File: config.mk
export PLATFORM = sky130hd
export DESIGN_NAME = uart_in_buffer
export DESIGN_NICKNAME = d
export VERILOG_FILES = /design/src/rtl/uart_buf_pkg.sv /design/src/rtl/byte_fifo.sv /design/src/rtl/uart_in_buffer.sv
export SDC_FILE = /design/constraint.sdc
export NUM_CORES = 1
export LEC_CHECK = 0
export BUFFER_PORTS_ARGS = -buffer_cell sky130_fd_sc_hd__buf_4
export CAP_MARGIN = 0
export CORE_AREA = 2 2 125 127
export DETAILED_ROUTE_END_ITERATION = 8
export DIE_AREA = 0 0 127 129
export GPL_TIMING_DRIVEN = 0
export HOLD_SLACK_MARGIN = 0.08
export PLACE_DENSITY = 0.78
export SETUP_SLACK_MARGIN = 0.1
export SLEW_MARGIN = 10
export SYNTH_ARGS = -nofsm -noshare
export SYNTH_HDL_FRONTEND = slang
export SYNTH_SLANG_ARGS = --single-unit
File: constraint.sdc
create_clock -name clk_i -period 4.2 [get_ports clk_i]
set_input_delay 1.05 -clock clk_i [delete_from_list [all_inputs] [get_ports clk_i]]
set_output_delay 1.05 -clock clk_i [all_outputs]
set_load 0.005 [all_outputs]
File: src/rtl/uart_buf_pkg.sv
// Shared types and constants for the UART receive buffer: read FSM states,
// default FIFO depth and word size in bytes.
package uart_buf_pkg;

    typedef enum logic [1:0] {
        StIdle,
        StCollect,
        StDone
    } state_e;

    localparam int unsigned DEFAULT_DEPTH  = 16;
    localparam int unsigned BYTES_PER_WORD = 4;

endpackage

File: src/rtl/byte_fifo.sv
// Byte-wide circular FIFO. Pushes when full and pops when empty are ignored;
// the occupancy counter disambiguates full from empty.
module byte_fifo
    import uart_buf_pkg::*;
#(
    parameter int unsigned DEPTH = DEFAULT_DEPTH
) (
    input  logic                     clk_i,
    input  logic                     rst_ni,
    input  logic                     push_i,
    input  logic                     pop_i,
    input  logic [7:0]               wdata_i,
    output logic [7:0]               rdata_o,
    output logic [$clog2(DEPTH):0]   count_o,
    output logic                     full_o,
    output logic                     empty_o
);

    localparam int unsigned PtrW = $clog2(DEPTH);
    localparam int unsigned CntW = PtrW + 1;

    logic [7:0]      mem_q [DEPTH];
    logic [PtrW-1:0] head_q, head_d;
    logic [PtrW-1:0] tail_q, tail_d;
    logic [CntW-1:0] count_q, count_d;
    logic            do_push, do_pop;

    assign full_o  = (count_q == CntW'(DEPTH));
    assign empty_o = (count_q == '0);
    assign count_o = count_q;
    assign rdata_o = mem_q[head_q];

    assign do_push = push_i && !full_o;
    assign do_pop  = pop_i && !empty_o;

    always_comb begin
        head_d  = head_q;
        tail_d  = tail_q;
        count_d = count_q;
        // DEPTH is a power of two, so pointer overflow is the modulo wrap.
        if (do_push) tail_d = tail_q + PtrW'(1);
        if (do_pop)  head_d = head_q + PtrW'(1);
        unique case ({do_push, do_pop})
            2'b10:   count_d = count_q + CntW'(1);
            2'b01:   count_d = count_q - CntW'(1);
            default: count_d = count_q;
        endcase
    end

    always_ff @(posedge clk_i or negedge rst_ni) begin
        if (!rst_ni) begin
            head_q  <= '0;
            tail_q  <= '0;
            count_q <= '0;
        end else begin
            head_q  <= head_d;
            tail_q  <= tail_d;
            count_q <= count_d;
        end
    end

    // Storage is deliberately left out of reset.
    always_ff @(posedge clk_i) begin
        if (do_push) mem_q[tail_q] <= wdata_i;
    end

endmodule

File: src/rtl/uart_in_buffer.sv
// UART receive buffer: byte FIFO fed by the rx stage, a read FSM that packs
// one or four bytes little-endian for the CPU, and sticky drop flags.
module uart_in_buffer
    import uart_buf_pkg::*;
#(
    parameter int unsigned DEPTH = DEFAULT_DEPTH
) (
    input  logic                     clk_i,
    input  logic                     rst_ni,
    input  logic [7:0]               rx_data_i,
    input  logic                     rx_ready_i,
    input  logic                     rx_ferr_i,
    input  logic                     rd_req_i,
    input  logic                     rd_word_i,
    input  logic                     clr_err_i,
    output logic [31:0]              rd_data_o,
    output logic                     rd_valid_o,
    output logic                     stall_o,
    output logic [$clog2(DEPTH):0]   count_o,
    output logic                     overflow_o,
    output logic                     ferr_seen_o
);

    state_e      state_q, state_d;
    logic        is_word_q, is_word_d;
    logic [1:0]  idx_q, idx_d;
    logic [31:0] pack_q, pack_d;
    logic [31:0] rd_data_q, rd_data_d;
    logic        rd_valid_q, rd_valid_d;
    logic        stall_q, stall_d;
    logic        overflow_q, overflow_d;
    logic        ferr_q, ferr_d;

    logic        fifo_push, fifo_pop, fifo_full, fifo_empty;
    logic [7:0]  fifo_rdata;
    logic [1:0]  last_idx;
    logic        ovf_set, ferr_set;

    assign fifo_push = rx_ready_i && !rx_ferr_i;
    assign fifo_pop  = (state_q == StCollect) && !fifo_empty;
    assign ovf_set   = fifo_push && fifo_full;
    assign ferr_set  = rx_ready_i && rx_ferr_i;
    assign last_idx  = is_word_q ? 2'(BYTES_PER_WORD - 1) : 2'd0;

    byte_fifo #(
        .DEPTH (DEPTH)
    ) u_fifo (
        .clk_i   (clk_i),
        .rst_ni  (rst_ni),
        .push_i  (fifo_push),
        .pop_i   (fifo_pop),
        .wdata_i (rx_data_i),
        .rdata_o (fifo_rdata),
        .count_o (count_o),
        .full_o  (fifo_full),
        .empty_o (fifo_empty)
    );

    always_comb begin
        state_d    = state_q;
        is_word_d  = is_word_q;
        idx_d      = idx_q;
        pack_d     = pack_q;
        rd_data_d  = rd_data_q;
        rd_valid_d = 1'b0;
        stall_d    = stall_q;
        unique case (state_q)
            StIdle: begin
                if (rd_req_i) begin
                    state_d   = StCollect;
                    is_word_d = rd_word_i;
                    idx_d     = '0;
                    pack_d    = '0;
                    stall_d   = 1'b1;
                end
            end
            StCollect: begin
                if (fifo_pop) begin
                    pack_d[{idx_q, 3'b000} +: 8] = fifo_rdata;
                    if (idx_q == last_idx) state_d = StDone;
                    else                   idx_d   = idx_q + 2'd1;
                end
            end
            StDone: begin
                rd_valid_d = 1'b1;
                rd_data_d  = pack_q;
                stall_d    = 1'b0;
                state_d    = StIdle;
            end
            default: state_d = StIdle;
        endcase
    end

    // A set in the same cycle as clr_err wins over the clear.
    assign overflow_d = ovf_set  ? 1'b1 : (clr_err_i ? 1'b0 : overflow_q);
    assign ferr_d     = ferr_set ? 1'b1 : (clr_err_i ? 1'b0 : ferr_q);

    always_ff @(posedge clk_i or negedge rst_ni) begin
        if (!rst_ni) begin
            state_q    <= StIdle;
            is_word_q  <= 1'b0;
            idx_q      <= '0;
            pack_q     <= '0;
            rd_data_q  <= '0;
            rd_valid_q <= 1'b0;
            stall_q    <= 1'b0;
            overflow_q <= 1'b0;
            ferr_q     <= 1'b0;
        end else begin
            state_q    <= state_d;
            is_word_q  <= is_word_d;
            idx_q      <= idx_d;
            pack_q     <= pack_d;
            rd_data_q  <= rd_data_d;
            rd_valid_q <= rd_valid_d;
            stall_q    <= stall_d;
            overflow_q <= overflow_d;
            ferr_q     <= ferr_d;
        end
    end

    assign rd_data_o   = rd_data_q;
    assign rd_valid_o  = rd_valid_q;
    assign stall_o     = stall_q;
    assign overflow_o  = overflow_q;
    assign ferr_seen_o = ferr_q;

endmodule

Word level (Yosys, flattened, before mapping)
Memory sizes are Yosys's and may differ from the RTL's.
Index checks and enable logic that the tools add are counted.
{"block": "word_totals", "reg_bits": 86, "ram_bits": 128, "inputBits": 15, "output_inout_bits": 41, "wordCells": 74, "n_memories": 1}
{"block": "classes", "add_sub_neg": 6, "n_eq_ne": 10, "shift": 2, "n_mux": 22, "n_reduce_logical": 21}
{"name": "u_fifo.mem_q", "words": 16, "width": 8, "read_ports": 1, "rd_clocked_by_memory_dff": 0, "write_ports": 1, "line_no": "byte_fifo.sv:22", "text": "logic [7:0] mem_q [DEPTH];"}
{"cell": "32-bit 2-to-1 mux", "count": 2}
{"cell": "32-bit case mux with 2 select lines", "count": 1}
{"cell": "32-bit bitwise mux", "count": 1}
{"cell": "8-bit by 7-bit variable shift with 32-bit output (first input constant)", "count": 1}
{"cell": "8-bit by 7-bit variable part select with 32-bit output", "count": 1}
{"cell": "2-bit 2-to-1 mux", "count": 7}
{"cell": "5-bit case mux with 2 select lines", "count": 1}
{"cell": "2-bit nonzero test", "count": 5}
{"cell": "4-bit by 1-bit adder with 4-bit output (second input constant)", "count": 2}
{"cell": "2-bit case mux with 2 select lines", "count": 2}
{"cell": "1-bit 2-to-1 mux", "count": 7}
{"cell": "5-bit negator with 7-bit output", "count": 1}
{"cell": "1-bit logical AND", "count": 6}
{"cell": "3-bit AND reduction", "count": 2}
{"cell": "5-bit by 1-bit adder with 5-bit output (second input constant)", "count": 1}
{"cell": "5-bit equality test (second input constant)", "count": 1}
{"cell": "5-bit logical NOT", "count": 1}
{"cell": "5-bit by 1-bit subtractor with 5-bit output (second input constant)", "count": 1}
{"cell": "2-bit by 1-bit equality test with 1-bit output (second input constant)", "count": 2}
{"cell": "2-bit equality test (second input constant)", "count": 2}
{"cell": "2-bit by 1-bit inequality test with 1-bit output (second input constant)", "count": 2}
{"cell": "2-bit inequality test (second input constant)", "count": 2}
{"cell": "2-bit AND reduction", "count": 2}
{"cell": "4-bit AND reduction", "count": 1}
{"cell": "5 further kinds", "count": 7}

Longest topological paths before layout
{"block": "logic_depth", "word_depth": 6, "ltp_mapped": 13, "mapped_depth_nobuf": 10}

By module
A second synthesis with hierarchy kept.
{"block": "hier_totals", "cells_unflattened": 566, "area_unflattened_um2": 9007.4}
{"mod": "byte_fifo", "instances": 1, "cells_each": 332, "area_each_um2": 5779.3, "seq_area_each_um2": 4169.0}
{"mod": "uart_in_buffer", "instances": 1, "cells_each": 234, "area_each_um2": 3228.1, "seq_area_each_um2": 1826.8}

Worst setup path before layout
No wires, ideal clock.
{"block": "synth_timing", "path_type": "input -> register", "from": "input rx_ferr_i", "to": "register u_fifo.count_q[4], in the netlist u_fifo.count_o[4]", "setup_ns": 0.138, "arrival_ns": 3.067, "required_time_ns": 4.062, "path_slack_ns": 0.994, "cell_stages": 11, "n_path_buf": 1, "path_cell_list": "nand2b_1 -> a21oi_1 -> inv_1 -> ha_1 -> clkbuf_1 -> xor2_1 -> ha_1 -> o211a_1 -> o31ai_1 -> a31oi_1 -> xor2_1"}
{"block": "synth_between", "elab_chain_cells": 5, "word_cells_on_any_way": 7, "classes_between": "eq/ne (2); mux (1); reduce/logical (4)"}
{"item": "start: declaration", "line_no": "uart_in_buffer.sv:12", "text": "input logic rx_ferr_i,"}
{"item": "1-bit logical NOT (*)", "line_no": "uart_in_buffer.sv:39", "text": "assign fifo_push = rx_ready_i && !rx_ferr_i;"}
{"item": "1-bit logical AND (*)", "line_no": "uart_in_buffer.sv:39"}
{"item": "1-bit logical AND (*)", "line_no": "byte_fifo.sv:33", "text": "assign do_push = push_i && !full_o;"}
{"item": "2-bit by 1-bit equality test with 1-bit output or 2-bit equality test (tied branches)", "line_no": "byte_fifo.sv:43", "text": "unique case ({do_push, do_pop})"}
{"item": "5-bit case mux with 2 select lines or 2-bit nonzero test (tied branches)"}
{"item": "end signal: assignment", "line_no": "byte_fifo.sv:58", "text": "count_q <= count_d;"}
{"item": "end: declaration", "line_no": "byte_fifo.sv:25", "text": "logic [CntW-1:0] count_q, count_d;"}
Every way passes the cells marked *; elsewhere a longest branch is shown, timed or not.
A chain may end at the register's enable or synchronous reset.

Worst setup path in the final report
Ends and elaborated chain as after synthesis.

==> flow_summary.yaml <==
outcome:
  status: "completed"
finish:
  design_area_mm2: 0.0101
  num_antenna_cells: 0
  syn_to_final_growth_pct: 15.0
  drive_above_1_share_pct: 28.2
  final_cell_mix: "edfxtp_1 (128), dfrtp_1 (86), buf_4 (55), mux2_2 (34), nor3_1 (33)"
  fillers: 985
  layout_commonest_cell: "edfxtp_1"
  nets: 634
  fin_cells: 808
cts:
  clk_pin_slew_ns: 0.06
  post_cts_resized: 0
  numCtsBuffers: 21
  h-tree-depth: 1
  worst_skew_pair.late_latency_ns: 0.50
  cts_hold_buf: 0
  clock_path_buffers: 3
  clock_sinks: 214
  cts_tree: "done"
  clockRootBuffer: "clkbuf_16"
  post_cts_buffers: 0
global_route:
  grt_max_degree: 87
  grt_pass1_wl_um: 28100
  grt_usage_pct: 22.7
  overflow: 0
  grt_pass1_vias: 5126
  antenna_found_initial: 0
yosys:
  yosysSeqAreaShare_pct: 68.0
  yosysUniqueCellTypes: 46
  synth_area_mm2: 0.00881
  synth_flop_cell: "edfxtp_1"
  synth_top_area_share_pct: 43.6
  syn_avg_cell_area_um2: 16.7
  synth_edf_count: 128
  ys_top_cells_by_area: "edfxtp_1 (44%), dfrtp_1 (24%), mux4_2 (8.2%), mux2_2 (4.3%), nor3_1 (2.0%)"
  synth-seq-cells: 214
  async_flop_share_pct: 40.2
  syn-num-nets: 556
  syn_inst: 528
  yosysWarningCount: 0
  synth_top_cell_by_area: "edfxtp_1"
sta:
  max_freq_ghz: 0.290
  rsz0062_at_grt: "no"
  layout_worst_path_cycle_share_pct: 82.0
  finalSetupViolations: 0
  slew_headroom_pct: 16.5
  slew_violations: 0
  fin_worst_skew_ns: 0.0166
  setup_ws_ns: 0.757
  setup_tns_ns: 0
  min_period_ns: 3.44
  hold_viol: 0
  worst_slew_pin_slew_ns: 1.24
detailed_routing:
  highest_layer: "met4"
  ant_nets: 0
  num_vias: 5034
  routed_via_density: 6.23
  drt-total-wl_um: 17900
  dr.pass1.iters: 5
  wire_per_inst_um: 22.1
  dr_wl_met3_um: 1080
  drtIter0Drc: 517
  route.detailed.drc: 0
  met2_length_um: 8740
  m1WireLength_um: 7460
die:
  core_mm2: 0.0150
  die_h_um: 129
  ios: 56
  num_rows: 45
  dieWidth_um: 127
  die_area_mm2: 0.0164
  initial_core_util_pct: 58.9
pwr:
  total_power_w: 0.00709
  ir_drop_v: 0.000433
  p_leak_nw: 4.20
  p_per_area_mw_per_mm2: 699
place:
  io_buffer_count: 55
  placed_cells: 771
  dp_hpwl_um: 11900
  placed_area_mm2: 0.00946
  place_ws_ns: 0.296
  place_congestion: 0.876
hold_path:
  worstHoldEndpoint: "pack_q[0]$_DFFE_PN0P_"
  hp-class: "reg2reg"
  min_path_cells: 1
  min_from: "pack_q[0]$_DFFE_PN0P_"
worst_setup_path:
  rr_worst_depth: 11
  ff2ff_setup_slack_ns: 0.83
  worstSetupStartpointType: "input port"
  arrival_ns: 3.79
  required_ns: 4.55
  setup.worst_path.end_class: "flip-flop"
  rr_endpoint: "u_fifo.count_o[4]$_DFFE_PN0P_"
  path_class: "in2reg"
  cp_max_fo: 9
  r2r-start: "u_fifo.count_o[4]$_DFFE_PN0P_"
job:
  max_cap_violations: 0
cells by family after synthesis:
| group | after synthesis | share of synthesized area (%) |
|---|---|---|
| adders and majority gates | 13 | 1.85 |
| DFF | 214 | 68.0 |
| AOI/OAI and AO/OA | 77 | 6.79 |
| muxes | 84 | 14.6 |
| buffers and inverters | 37 | 2.19 |
| xor gates and xnor gates | 11 | 1.09 |
| and+or+nand+nor | 92 | 5.48 |
state kept, by name, summed over array words and instances, names as in the netlist:
register        flops
u_fifo.head_q       4
overflow_o          1
u_fifo.mem_q      128
u_fifo.count_o      5
u_fifo.tail_q       4
idx_q               2
state_q             2
stall_o             1
rd_valid_o          1
pack_q             32
is_word_q           1
ferr_seen_o         1
rd_data_o          32
cell usage after synthesis, drive strengths merged (10+ instances only):
library cell	instances
nor2	17
mux2i	16
mux4	32
o22ai	17
a211o	16
mux2	36
dfrtp	86
buf	19
nor3	36
nand2	13
a21o	16
inv	10
edfxtp	128
ha	13
metrics by stage:
step,util (%),hold WS [ns]
after detailed placement,63.2,0.468
final,67.7,0.483
after global routing,67.7,0.503
after global placement,63.2,0.462
after CTS,67.6,0.481
after floorplan,-,0.444
how the worst max path moves through the flow:
stage               startpoint                            end  slack [ns]  cells after the start
global placement     rx_ferr_i  u_fifo.count_o[4]$_DFFE_PN0P_        0.39                     12
global route         rx_ferr_i  u_fifo.count_o[4]$_DFFE_PN0P_        0.65                     12
floorplan            rx_ferr_i  u_fifo.count_o[4]$_DFFE_PN0P_        0.99                     11
finish               rx_ferr_i  u_fifo.count_o[4]$_DFFE_PN0P_        0.76                     12
CTS                  rx_ferr_i  u_fifo.count_o[4]$_DFFE_PN0P_        0.80                     12
detailed placement   rx_ferr_i  u_fifo.count_o[4]$_DFFE_PN0P_        0.30                     12
critical path, stage by stage:
cell      delay, ns
buf_4          0.11
nand2b_1       0.15
a21oi_1        0.75
inv_1          0.17
ha_1           0.25
clkbuf_1       0.18
xor2_1         0.20
ha_1           0.22
o211a_1        0.24
o31ai_1        0.21
a31oi_1        0.09
xor2_1         0.17
layer usage:
metal,track usage (%),up-vias
met5,0,-
met4,7.30,0
met3,3.45,51
met2,37.6,220
met1,31.7,2549
li1,-,2214
report_power, final:
part,switching [W],leakage [nW],internal (W)
registers,0.000233,2.30,0.00260
logic,0.00138,1.57,0.00107
clock network,0.000750,0.327,0.00105
final cells by class:
cell class	count	area, µm²	area share [%]
multi-input cells	277	2640	26.1
plain buffers	27	155	1.53
inverters	10	37.5	0.370
repair buffers	55	413	4.07
clock buffers	30	599	5.91
clock inverters	7	61.3	0.605
flip-flops and latches	214	6000	59.1
well taps	188	235	2.32
(Power assumes the default switching activity.)
